`src/rtl/pmu_ahb_slv.sv`:
```
// AHB-lite slave front end and register storage for the PMU register bank.
// Define PMU_AHB_ERR_EN to enable decode-error responses (ERR1/ERR2 states).
module pmu_ahb_slv #(
    parameter int                N_REGS      = 10,
    parameter int                WAIT_STATES = 0,
    parameter logic [N_REGS-1:0] RO_MASK     = '0
) (
    input  logic                   clk_i,
    input  logic                   rst_i,
    input  logic                   hsel_i,
    input  logic                   hreadyi_i,
    input  logic [31:0]            haddr_i,
    input  logic                   hwrite_i,
    input  logic [1:0]             htrans_i,
    input  logic [2:0]             hsize_i,
    input  logic [2:0]             hburst_i,
    input  logic [31:0]            hwdata_i,
    input  logic [3:0]             hprot_i,
    input  logic                   hmastlock_i,
    output logic                   hreadyo_o,
    output logic [1:0]             hresp_o,
    output logic [31:0]            hrdata_o,
    output logic [N_REGS*32-1:0]   regs_o,
    input  logic [N_REGS*32-1:0]   regs_i,
    output logic                   we_o
);

    localparam int IDX_W = $clog2(N_REGS);
    localparam logic [IDX_W:0] NREG_L = (IDX_W+1)'(N_REGS);

    typedef enum logic [2:0] {S_IDLE, S_WAIT, S_DATA, S_ERR1, S_ERR2} state_t;
    state_t state_q, state_d;

    logic [IDX_W-1:0]        idx_q, idx_d;
    logic [1:0]              alo_q, alo_d;
    logic [2:0]              size_q, size_d;
    logic                    wr_q, wr_d;
    logic [2:0]              cnt_q, cnt_d;
    logic [N_REGS-1:0][31:0] reg_q, reg_d, core_w;

    logic [IDX_W-1:0] idx_a;
    logic             accept, acc_err, in_range_q, ro_q, commit;
    logic [3:0]       lanes;
    logic [31:0]      lane_bits, rd_mux;
    logic             unused_ok;

    assign core_w    = regs_i;
    assign regs_o    = reg_q;
    assign idx_a     = haddr_i[IDX_W+1:2];
    assign accept    = hsel_i && hreadyi_i && htrans_i[1] && hreadyo_o;
    assign unused_ok = ^{hburst_i, hprot_i, hmastlock_i, haddr_i[31:IDX_W+2]};

`ifdef PMU_AHB_ERR_EN
    logic in_range_a, ro_a;
    always_comb begin
        ro_a = 1'b0;
        for (int i = 0; i < N_REGS; i++)
            if (idx_a == IDX_W'(i)) ro_a = RO_MASK[i];
        in_range_a = {1'b0, idx_a} < NREG_L;
        acc_err = !in_range_a || (hsize_i > 3'd2)
               || (hsize_i == 3'd1 && haddr_i[0])
               || (hsize_i == 3'd2 && haddr_i[1:0] != 2'b00)
               || (hwrite_i && ro_a);
    end
`else
    assign acc_err = 1'b0;
`endif

    // Latched-index lookups; out-of-range indices read 0 and are never writable.
    always_comb begin
        ro_q   = 1'b0;
        rd_mux = '0;
        for (int i = 0; i < N_REGS; i++)
            if (idx_q == IDX_W'(i)) begin
                ro_q   = RO_MASK[i];
                rd_mux = reg_q[i];
            end
        in_range_q = {1'b0, idx_q} < NREG_L;
    end

    always_comb begin
        case (size_q)
            3'd0:    lanes = 4'b0001 << alo_q;
            3'd1:    lanes = alo_q[1] ? 4'b1100 : 4'b0011;
            default: lanes = 4'b1111;
        endcase
        lane_bits = {{8{lanes[3]}}, {8{lanes[2]}}, {8{lanes[1]}}, {8{lanes[0]}}};
    end

    assign commit = (state_q == S_DATA) && wr_q && in_range_q && !ro_q;

    always_ff @(posedge clk_i) begin
        if (rst_i) state_q <= S_IDLE;
        else       state_q <= state_d;
    end

    always_comb begin
        state_d = state_q;
        case (state_q)
            S_WAIT: if (cnt_q == 3'd0) state_d = S_DATA;
            S_ERR1: state_d = S_ERR2;
            default: begin
                if (!accept)     state_d = S_IDLE;
                else if (acc_err) state_d = S_ERR1;
                else             state_d = (WAIT_STATES > 0) ? S_WAIT : S_DATA;
            end
        endcase
    end

    always_comb begin
        hreadyo_o = !(state_q == S_WAIT || state_q == S_ERR1);
`ifdef PMU_AHB_ERR_EN
        hresp_o   = (state_q == S_ERR1 || state_q == S_ERR2) ? 2'b01 : 2'b00;
`else
        hresp_o   = 2'b00;
`endif
        hrdata_o  = (state_q == S_DATA && !wr_q) ? rd_mux : 32'h0;
        we_o      = commit;
    end

    // Core values flow in every cycle; a committing bus write overrides its lanes.
    always_comb begin
        idx_d  = accept ? idx_a : idx_q;
        alo_d  = accept ? haddr_i[1:0] : alo_q;
        size_d = accept ? hsize_i : size_q;
        wr_d   = accept ? hwrite_i : wr_q;
        if (accept)                 cnt_d = 3'(WAIT_STATES - 1);
        else if (state_q == S_WAIT) cnt_d = cnt_q - 3'd1;
        else                        cnt_d = cnt_q;
        reg_d = core_w;
        for (int i = 0; i < N_REGS; i++)
            if (commit && idx_q == IDX_W'(i))
                reg_d[i] = (core_w[i] & ~lane_bits) | (hwdata_i & lane_bits);
    end

    always_ff @(posedge clk_i) begin
        if (rst_i) begin
            idx_q  <= '0;
            alo_q  <= '0;
            size_q <= '0;
            wr_q   <= 1'b0;
            cnt_q  <= '0;
            reg_q  <= '0;
        end else begin
            idx_q  <= idx_d;
            alo_q  <= alo_d;
            size_q <= size_d;
            wr_q   <= wr_d;
            cnt_q  <= cnt_d;
            reg_q  <= reg_d;
        end
    end

endmodule

```
`config.mk`:
```
export PLATFORM = sky130hd
export DESIGN_NAME = pmu_ahb_slv
export DESIGN_NICKNAME = d
export VERILOG_FILES = /design/src/rtl/pmu_ahb_slv.sv
export SDC_FILE = /design/constraint.sdc
export NUM_CORES = 1
export LEC_CHECK = 0
export ABC_AREA = 1
export CAP_MARGIN = 20
export CORE_AREA = 2 2 293 295
export DETAILED_ROUTE_END_ITERATION = 12
export DIE_AREA = 0 0 295 297
export HOLD_SLACK_MARGIN = 0.02
export SLEW_MARGIN = 20
export SYNTH_ARGS = -nofsm -noshare
export SYNTH_HDL_FRONTEND = slang
export SYNTH_SLANG_ARGS = --single-unit
```
`constraint.sdc`:
```
create_clock -name clk_i -period 2.6 [get_ports clk_i]
set_clock_uncertainty 0.05 [all_clocks]
set_input_delay 0.52 -clock clk_i [delete_from_list [all_inputs] [get_ports clk_i]]
set_output_delay 0.52 -clock clk_i [all_outputs]
set_load 0.02 [all_outputs]
```
==> out/qor.txt, run 1 <==
DRT Pass-1 Iters = 6
hold_sp = rst_i
worst hold path type = in -> reg
min Tclk post-route = 3084 ps
final net count = 3446
worst-case reg-to-reg path depth = 11
ys async rst share = 0
Root Buffer Master = clkbuf_16
Peak VDD IR = 0.0003007 V
post-synthesis cell count = 2220
drt total wl = 105500 um
Avg WL per Cell = 24.97 um
Num Clock Sinks = 331
number of max-cap violations = 0
Hold Path End = regs_o[164]
CTS clk-pin slew, worst paths = 60 ps
Row Count = 107
Slew Limit Fails = 0
Die Span Y = 297 um
core area = 0.08448 mm2
later-pin clock latency in the skew report = 560 ps
Startpoint Class = flip-flop
Cell variety after synth = 23
die area = 0.08762 mm2
number of synthesized flops with an enable pin = 0
Final Hold Viols = 0
first-pass GRT wire length = 143500 um
TNS Setup = -12140 ps
fillers = 8974
Critical Path End Type = primary output
Leakage = 11.64 nW
worst slew pin tran = 745.9 ps
DR vias = 19464
Area growth syn-to-layout = 85.88%
crit path from = idx_q[1]
Slew headroom = 0.5022
Util after Layout = 0.3294
post-route antenna net violation count = 0
Mapped Area = 0.01497 mm2
failing checks = setup timing
RSZ-0062 raised after global routing = yes
hold depth = 2
Tot Pwr = 15.29 mW
fin worst setup slack = -483.6 ps
Vias/cell = 4.606
synth warn = 0
initial antenna violation count = 10
DP HPWL = 82870 um
initial core utilization = 0.1772
# IOs = 758
setup slack at placement = -506.1 ps
worst flop-to-flop path endpoint = regs_o[262]
Req. time, crit path = 2030 ps
Fin Hold WS = 293.4 ps
Iter 0 DRT Violations = 1272
H-tree Lvls = 2
CTS tree = built
share of layout cells above drive strength 1 = 0.1842
RR Startpoint = idx_q[3]
CP arrival = 2510 ps
RePlAce Congestion = 0.9223
total track usage = 0.2292
Peak Freq = 324.3 MHz
vias in the first global route = 19175
result of the run = complete, but fails checks
worst reg-to-reg setup slack = 120 ps
crit path kind = reg -> out
DRC = 0
syn_area_per_cell = 6.742 um2
die width = 295 um
register area share after synthesis = 0.4427
pin count of the biggest net entering global routing = 81
CTS buffer count = 42
Final Setup Violations = 32
PwrDens = 549.7 mW/mm2
period utilization = 1.186
total gr overflow = 0
Synth Register Bits = 331
CP Max Fanout = 6
port bufs = 719
CTS max path bufs = 3
top_reg_cell synth = dfxtp_1
-- placed cells by master, fill, tap and decap left out, drive strengths merged --
cell	netlist	layout
dlygate4sd2	0	1
bufbuf	0	1
inv	121	120
dfxtp	331	331
nor3	8	8
nor2	135	136
clkdlybuf4s50	0	685
a21oi	350	350
clkinv	0	13
a211oi	10	10
conb	2	3
bufinv	0	4
o21ai	36	36
diode	0	4
buf	66	262
clkbuf	109	63
clkinvlp	0	3
nand3	349	349
nand4	34	34
nand2	649	649
or2	20	20
-- report_power, final --
part,leakage [nW],internal (mW),switching [mW]
Sequential,2.76,5.35,0.265
Combinational,8.15,1.55,1.81
Clock,0.735,3.81,2.51
Total,11.6,10.7,4.58
-- final cells by class --
| type | instances | area (um2) | area share |
|---|---|---|---|
| antenna | 4 | 10.01 | 0.0003598 |
| timing repair buffer | 952 | 9701 | 0.3487 |
| timing repair inverter | 1 | 11.26 | 0.0004047 |
| tap | 1144 | 1431 | 0.05145 |
| clock buffer | 60 | 1272 | 0.04573 |
| multi-input combinational | 1595 | 8058 | 0.2896 |
| sequential | 331 | 6636 | 0.2385 |
| inverter | 121 | 499.2 | 0.01794 |
| clock inverter | 18 | 203.9 | 0.007330 |
-- metrics by stage --
step / area, um2 / cells
after detailed placement: 24890 / 4115
final: 27820 / 4226
after global routing: 27820 / 4225
after floorplan: 14970 / 2221
after global placement: 24890 / 4115
after CTS: 27110 / 4205
-- metal layers --
metal / vias up / global-route usage / routed length, um
met5: - / 0 / 57
met4: 10 / 0.08394 / 3820
met3: 181 / 0.05447 / 8245
met2: 959 / 0.4036 / 52050
met1: 9349 / 0.2677 / 41360
li1: 8965 / - / -
-- kinds of logic (layout without fill, tap and decap cells) --
group,Yosys count,count (layout),share of synthesized area
AO/OA/AOI/OAI,396,396,0.1341
other,2,7,0.0005017
AND/OR/NAND/NOR,1195,1196,0.3434
buffers and inverters,296,1152,0.07933
flip-flops,331,331,0.4427
-- cell usage after synthesis (3+ instances only) --
cell,count,share of area
dfxtp_1,331,0.44
a21oi_1,350,0.12
nand3_1,349,0.12
nor2_4,5,0.0038
buf_4,6,0.0030
nor3_1,6,0.0020
nor2_2,5,0.0021
nand4_1,34,0.014
clkbuf_1,109,0.027
inv_2,7,0.0018
a211oi_1,10,0.0050
o21ai_1,3,0.0010
or2_2,19,0.0079
o21ai_0,33,0.011
nand2_1,649,0.16
buf_1,19,0.0048
buf_2,41,0.014
nor2_1,125,0.031
inv_1,113,0.028
-- registers in the layout (all words and copies together), names as in the netlist --
signal   flops
size_q       3
alo_q        2
regs_o     320
idx_q        4
state_q      1
wr_q         1
-- critical path, stage by stage, from the launching register on --
cell and delay [ps]:
dfxtp_4 370, inv_8 80, nand2_4 60, buf_6 120, nor2_4 90, buf_12 170, inv_12 60, buf_12 130
or2_0 200, nand2_2 110, nand4_1 180, nor2_1 160, nor2_1 60, buf_4 150
-- what timing repair did --
action                                  4_1_cts  5_1_grt
setup buffers                                14       16
endpoints found under the setup margin       33       69
pin swaps                                    92       99
cloned                                        4        4
hold buffers                                  0        0
hold endpoints to repair                      0        0
gates resized for setup                     341      157
-- how the worst max path moves through the flow --
stage / slack [ps] / end / cells after the start
floorplan: 330 / hrdata_o[23] / 11
global placement: -490 / hrdata_o[9] / 14
detailed placement: -510 / hrdata_o[23] / 12
CTS: -560 / hrdata_o[16] / 14
global route: -590 / hrdata_o[0] / 16
finish: -480 / hrdata_o[29] / 13
(Power assumes the default switching activity.)
==> inputs of run 2 (changes only) <==
--- a/config.mk
+++ b/config.mk
@@ -10,6 +10,7 @@
 export CORE_AREA = 2 2 293 295
 export DETAILED_ROUTE_END_ITERATION = 12
 export DIE_AREA = 0 0 295 297
+export GPL_TIMING_DRIVEN = 0
 export HOLD_SLACK_MARGIN = 0.02
 export SLEW_MARGIN = 20
 export SYNTH_ARGS = -nofsm -noshare
==> out/qor.txt, run 2 (synthesis results as in run 1) <==
crit path kind = reg -> out (unchanged)
Final Setup Violations = 32 (unchanged)
die width = 295 um (unchanged)
# IOs = 758 (unchanged)
Area after DPL = 0.02333 mm2 (was 0.02489 mm2)
CTS tree = built (unchanged)
Placed Cells incl. Taps = 4054 (was 4115)
total gr overflow = 0 (unchanged)
total track usage = 0.2655 (was 0.2292)
final instance area = 0.02679 mm2 (was 0.02782 mm2)
Req. time, crit path = 2030 ps (about the same)
Leakage = 11.05 nW (was 11.64 nW)
met1 global-route usage = 0.3288 (was 0.2677)
Area growth syn-to-layout = 78.97% (was 85.88%)
Slew Limit Fails = 0 (unchanged)
CP arrival = 2690 ps (was 2510 ps)
Slowest-stage cell, CP = dfxtp_4 (unchanged)
Root Buffer Master = clkbuf_16 (unchanged)
DR vias = 20035 (was 19464)
CP peak stage delay = 380 ps (was 370 ps)
Row Count = 107 (unchanged)
fin worst setup slack = -663.2 ps (was -483.6 ps)
Iter 0 DRT Violations = 1518 (was 1272)
DRT Pass-1 Iters = 6 (unchanged)
Num Clock Sinks = 331 (unchanged)
initial antenna violation count = 15 (was 10)
min Tclk post-route = 3263 ps (was 3084 ps)
DP HPWL = 97110 um (was 82870 um)
number of max-cap violations = 0 (unchanged)
H-tree Lvls = 2 (unchanged)
Util after Layout = 0.3171 (was 0.3294)
pin count of the biggest net entering global routing = 12 (was 81)
core area = 0.08448 mm2 (unchanged)
Hold Buf Count CTS = 0 (unchanged)
final std cells w/o fill = 4212 (was 4226)
Final Hold Viols = 0 (unchanged)
Avg WL per Cell = 28.81 um (was 24.97 um)
TNS Setup = -17910 ps (was -12140 ps)
share of layout cells above drive strength 1 = 0.1503 (was 0.1842)
leading cell type in the layout, fill and taps excluded = clkdlybuf4s50_1 (unchanged)
CTS max path bufs = 3 (unchanged)
Slew headroom = 0.1294 (was 0.5022)
initial core utilization = 0.1772 (unchanged)
later-pin clock latency in the skew report = 580 ps (was 560 ps)
Tot Pwr = 15.33 mW (was 15.29 mW)
first-pass GRT wire length = 160000 um (was 143500 um)
failing checks = setup timing (unchanged)
port bufs = 686 (was 719)
worst-path cell chain = inv_8, nand2_8, nor2_4, buf_12, clkbuf_16, nand2_4, nand2_4, nor2_4, nand4_1, nor2_2, nand3_1, nand2_1, inv_1, buf_6 (was inv_8, nand2_4, buf_6, nor2_4, buf_12, inv_12, buf_12, or2_0, nand2_2, nand4_1, nor2_1, nor2_1, buf_4)
met2 track demand over resource = 0.4337 (was 0.4036)
post-route antenna net violation count = 0 (unchanged)
RePlAce Congestion = 0.9536 (was 0.9223)
Largest register FFs = 320 (unchanged)
result of the run = complete, but fails checks (unchanged)
met3 Use GR = 0.06441 (was 0.05447)
DRC = 0 (unchanged)
Startpoint Class = flip-flop (unchanged)
most frequent cells in the layout = clkdlybuf4s50_1, nand2_1, a21oi_1, nand3_1, dfxtp_1 (unchanged)
Vias/cell = 4.757 (was 4.606)
vias in the first global route = 19855 (was 19175)
period utilization = 1.255 (was 1.186)
die area = 0.08762 mm2 (unchanged)
PwrDens = 572.4 mW/mm2 (was 549.7 mW/mm2)
final net count = 3430 (was 3446)
Fin Hold WS = 387.7 ps (was 293.4 ps)
CTS clk-pin slew, worst paths = 60 ps (about the same)
Peak Freq = 306.4 MHz (was 324.3 MHz)
CTS buffer count = 43 (was 42)
Critical Path End Type = primary output (unchanged)
Peak VDD IR = 0.0002873 V (was 0.0003007 V)
Die Span Y = 297 um (unchanged)
worst slew pin tran = 1306 ps (was 745.9 ps)
setup slack at placement = -2145 ps (was -506.1 ps)
drt total wl = 121300 um (was 105500 um)
worst hold path type = in -> reg (unchanged)
CP Max Fanout = 6 (unchanged)
gr busiest metal = met2 (unchanged)
RSZ-0062 raised after global routing = yes (unchanged)
run 2: cell count changes in the layout (fill, tap and decap cells not counted), moves of 16 or more:
cell / previous run / this run
buf_2: 1 / 42
nand2_1: 565 / 586
buf_12: 42 / 19
clkbuf_1: 6 / 91
clkdlybuf4s50_1: 685 / 653
buf_6: 46 / 30
buf_4: 166 / 61
nand2_2: 50 / 33
buf_1: 0 / 16
run 2: path summary, 6_finish.rpt:
check	from	endpoint	slack [ps]	cells past startpoint
hold reg to reg	size_q[1]	size_q[1]	420	2
hold / removal	hwdata_i[14]	regs_o[302]	390	3
setup / recovery	idx_q[3]	hrdata_o[21]	-660	14
setup reg to reg	idx_q[1]	regs_o[92]	100	11
run 2: metal layers:
| metal | wire length [um] | vias to the layer above | part of all wire |
|---|---|---|---|
| li1 | - | 8928 | - |
| met1 | 49250 | 9635 | 0.41 |
| met2 | 55700 | 1202 | 0.46 |
| met3 | 10600 | 258 | 0.087 |
| met4 | 5697 | 12 | 0.047 |
| met5 | 80 | - | 0.00066 |
run 2: critical path: cells and delay by family, from the launching register on:
kind                   cells  cell delay, ps
AND/OR/NAND/NOR            9            1150
buffers and inverters      5             550
flip-flops                 1             380
run 2: layout make-up:
cell class                 count  area (um2)
fill                        9107       57690
antenna                        7       17.52
sequential                   331        6641
clock buffer                  68        1313
multi-input combinational   1594        7994
inverter                     121       494.2
clock inverter                10       138.9
tap                         1144        1431
buffer                       174        1039
timing repair buffer         763        7720
run 2: repair_timing:
action | 4_1_cts | 5_1_grt
endpoints found under the setup margin | 188 | 42
setup buffers | 54 | 19
pin swaps | 123 | 112
cloned | 3 | 0
gates resized for setup | 450 | 98
run 2: power by group:
group          total (mW)  internal, mW  switching [mW]
Combinational        3.43          1.38            2.05
Sequential           5.58          5.35           0.229
Clock                6.32          3.76            2.57
Total                15.3          10.5            4.84
==> patch, RTL diff (flow settings as in run 1) <==
Set the parameter `N_REGS` to 12 (it was 10).
--- a/src/rtl/pmu_ahb_slv.sv
+++ b/src/rtl/pmu_ahb_slv.sv
@@ -3,3 +3,3 @@
 module pmu_ahb_slv #(
-    parameter int                N_REGS      = 10,
+    parameter int                N_REGS      = 12,
     parameter int                WAIT_STATES = 0,
Interface: changed (resized regs_i and regs_o); port bits go from 758 to 886. The function was not compared with the original's and may differ.
==> patch against run 1 <==
- the run still ends with negative setup slack left
- sequential cell count up 64
- non-clock buffer count rose by 142
- total power increased by 16%
- via count increased by 22%
- worst setup slack lost 150 ps
- routed wire length grew 24%
- area after synthesis rose by 20%
- sequential share of layout area grew 0.82 points
- largest cell class unchanged
- clock power is 14% higher
- cell area rose by 15%
- global-route usage grew 5.3 points
==> patch: results (changes against run 1) <==
Outcome
  • Outcome: finished with violations (unchanged)
  • Failing checks: negative setup slack (unchanged)

Drt
  • Met1 WL: 49,100 um (was 41,400 um)
  • DR WL met3: 12,200 um (was 8250 um)
  • 1st-iter DRT viols: 2,216 (was 1,272)

Critical path
  • R2R Path End: regs_o[71] (was regs_o[262])
  • Critical path data arrival time: 2660 ps (was 2510 ps)
  • Reg2reg path depth: 10 (was 11)
  • Crit path max fanout: 11 (was 6)
  • R2R Setup Slk: 80 ps (was 120 ps)

Synth
  • Sequential cell area fraction in the yosys report: 44.0% (was 44.3%)
  • Top post-synthesis cells by area: dfxtp_1 (44%), nand2_1 (16%), a21oi_1 (13%) (was dfxtp_1 (44%), nand2_1 (16%), a21oi_1 (12%))
  • Synth cell types: 25 (was 23)

STA
  • Final setup fails: 33 (was 32)
  • Final worst slack: -633 ps (was -484 ps)

Place
  • Hpwl dp: 101,000 um (was 82,900 um)
  • GPL Wtd Cong: 0.976 (was 0.922)
  • Dpl cell area: 29,400 um2 (was 24,900 um2)

GRT
  • Vias in the first global route: 22,847 (was 19,175)
  • Tot GR Track Use: 28.2% (was 22.9%)
  • Initial antenna violation count: 19 (was 10)

Power and ir drop
  • Pint: 12.3 mW (was 10.7 mW)
  • VDD IR max: 0.378 mV (was 0.301 mV)
  • Leakage: 13.1 nW (was 11.6 nW)

Clocking
  • Clock latency on the worst-skew pair: 620 ps (was 560 ps)

Cells and area
  • Layout cell share with drive strength beyond 1: 16.5% (was 18.4%)
  • Final nets: 4,040 (was 3,446)
  • Largest register FFs: 384 (was 320)
## patch: cell types whose count changed after synthesis, sizes merged
| cell | change |
|---|---|
| nand4 | -3 |
| dfxtp | +64 |
| clkbuf | +27 |
| a211oi | -1 |
| or2 | +43 |
| nor2 | -6 |
| nand2 | +99 |
| inv | -32 |
| clkinv | +10 |
| a21oi | +109 |
| buf | +8 |
| nand3 | +99 |
## patch: routing by layer
layer	vias up	track usage (%)
li1	10634	-
met1	11282	32.7
met2	1446	48.4
met3	317	7.04
met4	18	12.8
met5	-	0
## patch: through the flow
stage | setup WS [ps] | utilization, % | std cells | hold WS [ps]
CTS | -726 | 37.2 | 4735 | 215
global placement | -525 | 34.8 | 4638 | 422
global route | -748 | 38.0 | 4759 | 237
detailed placement | -567 | 34.8 | 4638 | 429
finish | -633 | 38.0 | 4759 | 252
floorplan | 283 | - | 2638 | 389
## patch: cell families after synthesis
| family | count (synthesis) | synth area share [%] |
|---|---|---|
| buf+inv | 309 | 7.01 |
| other cells | 2 | 0.0418 |
| flops | 395 | 44.0 |
| simple gates | 1427 | 34.7 |
| compound gates | 504 | 14.2 |
## patch: layout make-up
type | count | area (um2) | area share (%)
Antenna cell | 5 | 12.5 | 0.0390
Clock buffer | 69 | 1440 | 4.50
Clock inverter | 19 | 213 | 0.663
Inverter | 99 | 374 | 1.17
Multi-Input combinational cell | 1934 | 9510 | 29.6
Sequential cell | 395 | 7920 | 24.7
Tap cell | 1144 | 1430 | 4.46
Timing Repair Buffer | 1094 | 11200 | 34.9
## patch: worst max path at each step
stage	from	slack, ps	to
after global placement	idx_q[2]	-530	hrdata_o[18]
after CTS	idx_q[1]	-730	hrdata_o[31]
after global routing	idx_q[1]	-750	hrdata_o[19]
after detailed placement	idx_q[0]	-570	hrdata_o[23]
final	idx_q[0]	-630	hrdata_o[20]
after floorplan	idx_q[0]	280	hrdata_o[23]
## patch: repair_timing
item,in CTS,in global routing
gates cloned,2,7
pin swaps,10,68
endpoints found under the setup margin,34,36
gates resized for setup,223,129
setup buffers,7,16
## patch: power groups by stage
stage	Clock (mW)	Combinational, mW	Sequential, mW
floorplan	0	0.945	7.06
finish	7.22	3.87	6.72
global placement	0	3.64	6.84
CTS	7.33	3.75	6.71
detailed placement	0	3.65	6.84
global route	7.53	4.06	6.73
## patch: worst register-to-register path, cell delays in order (launching register included)
cell       delay (ps)
dfxtp_4           360
buf_6             120
nor2_4            180
nand2_4           130
clkbuf_16         210
buf_8             130
buf_4             130
nor2_4            530
nand2_2           250
nand2_1           190
a21oi_1           100
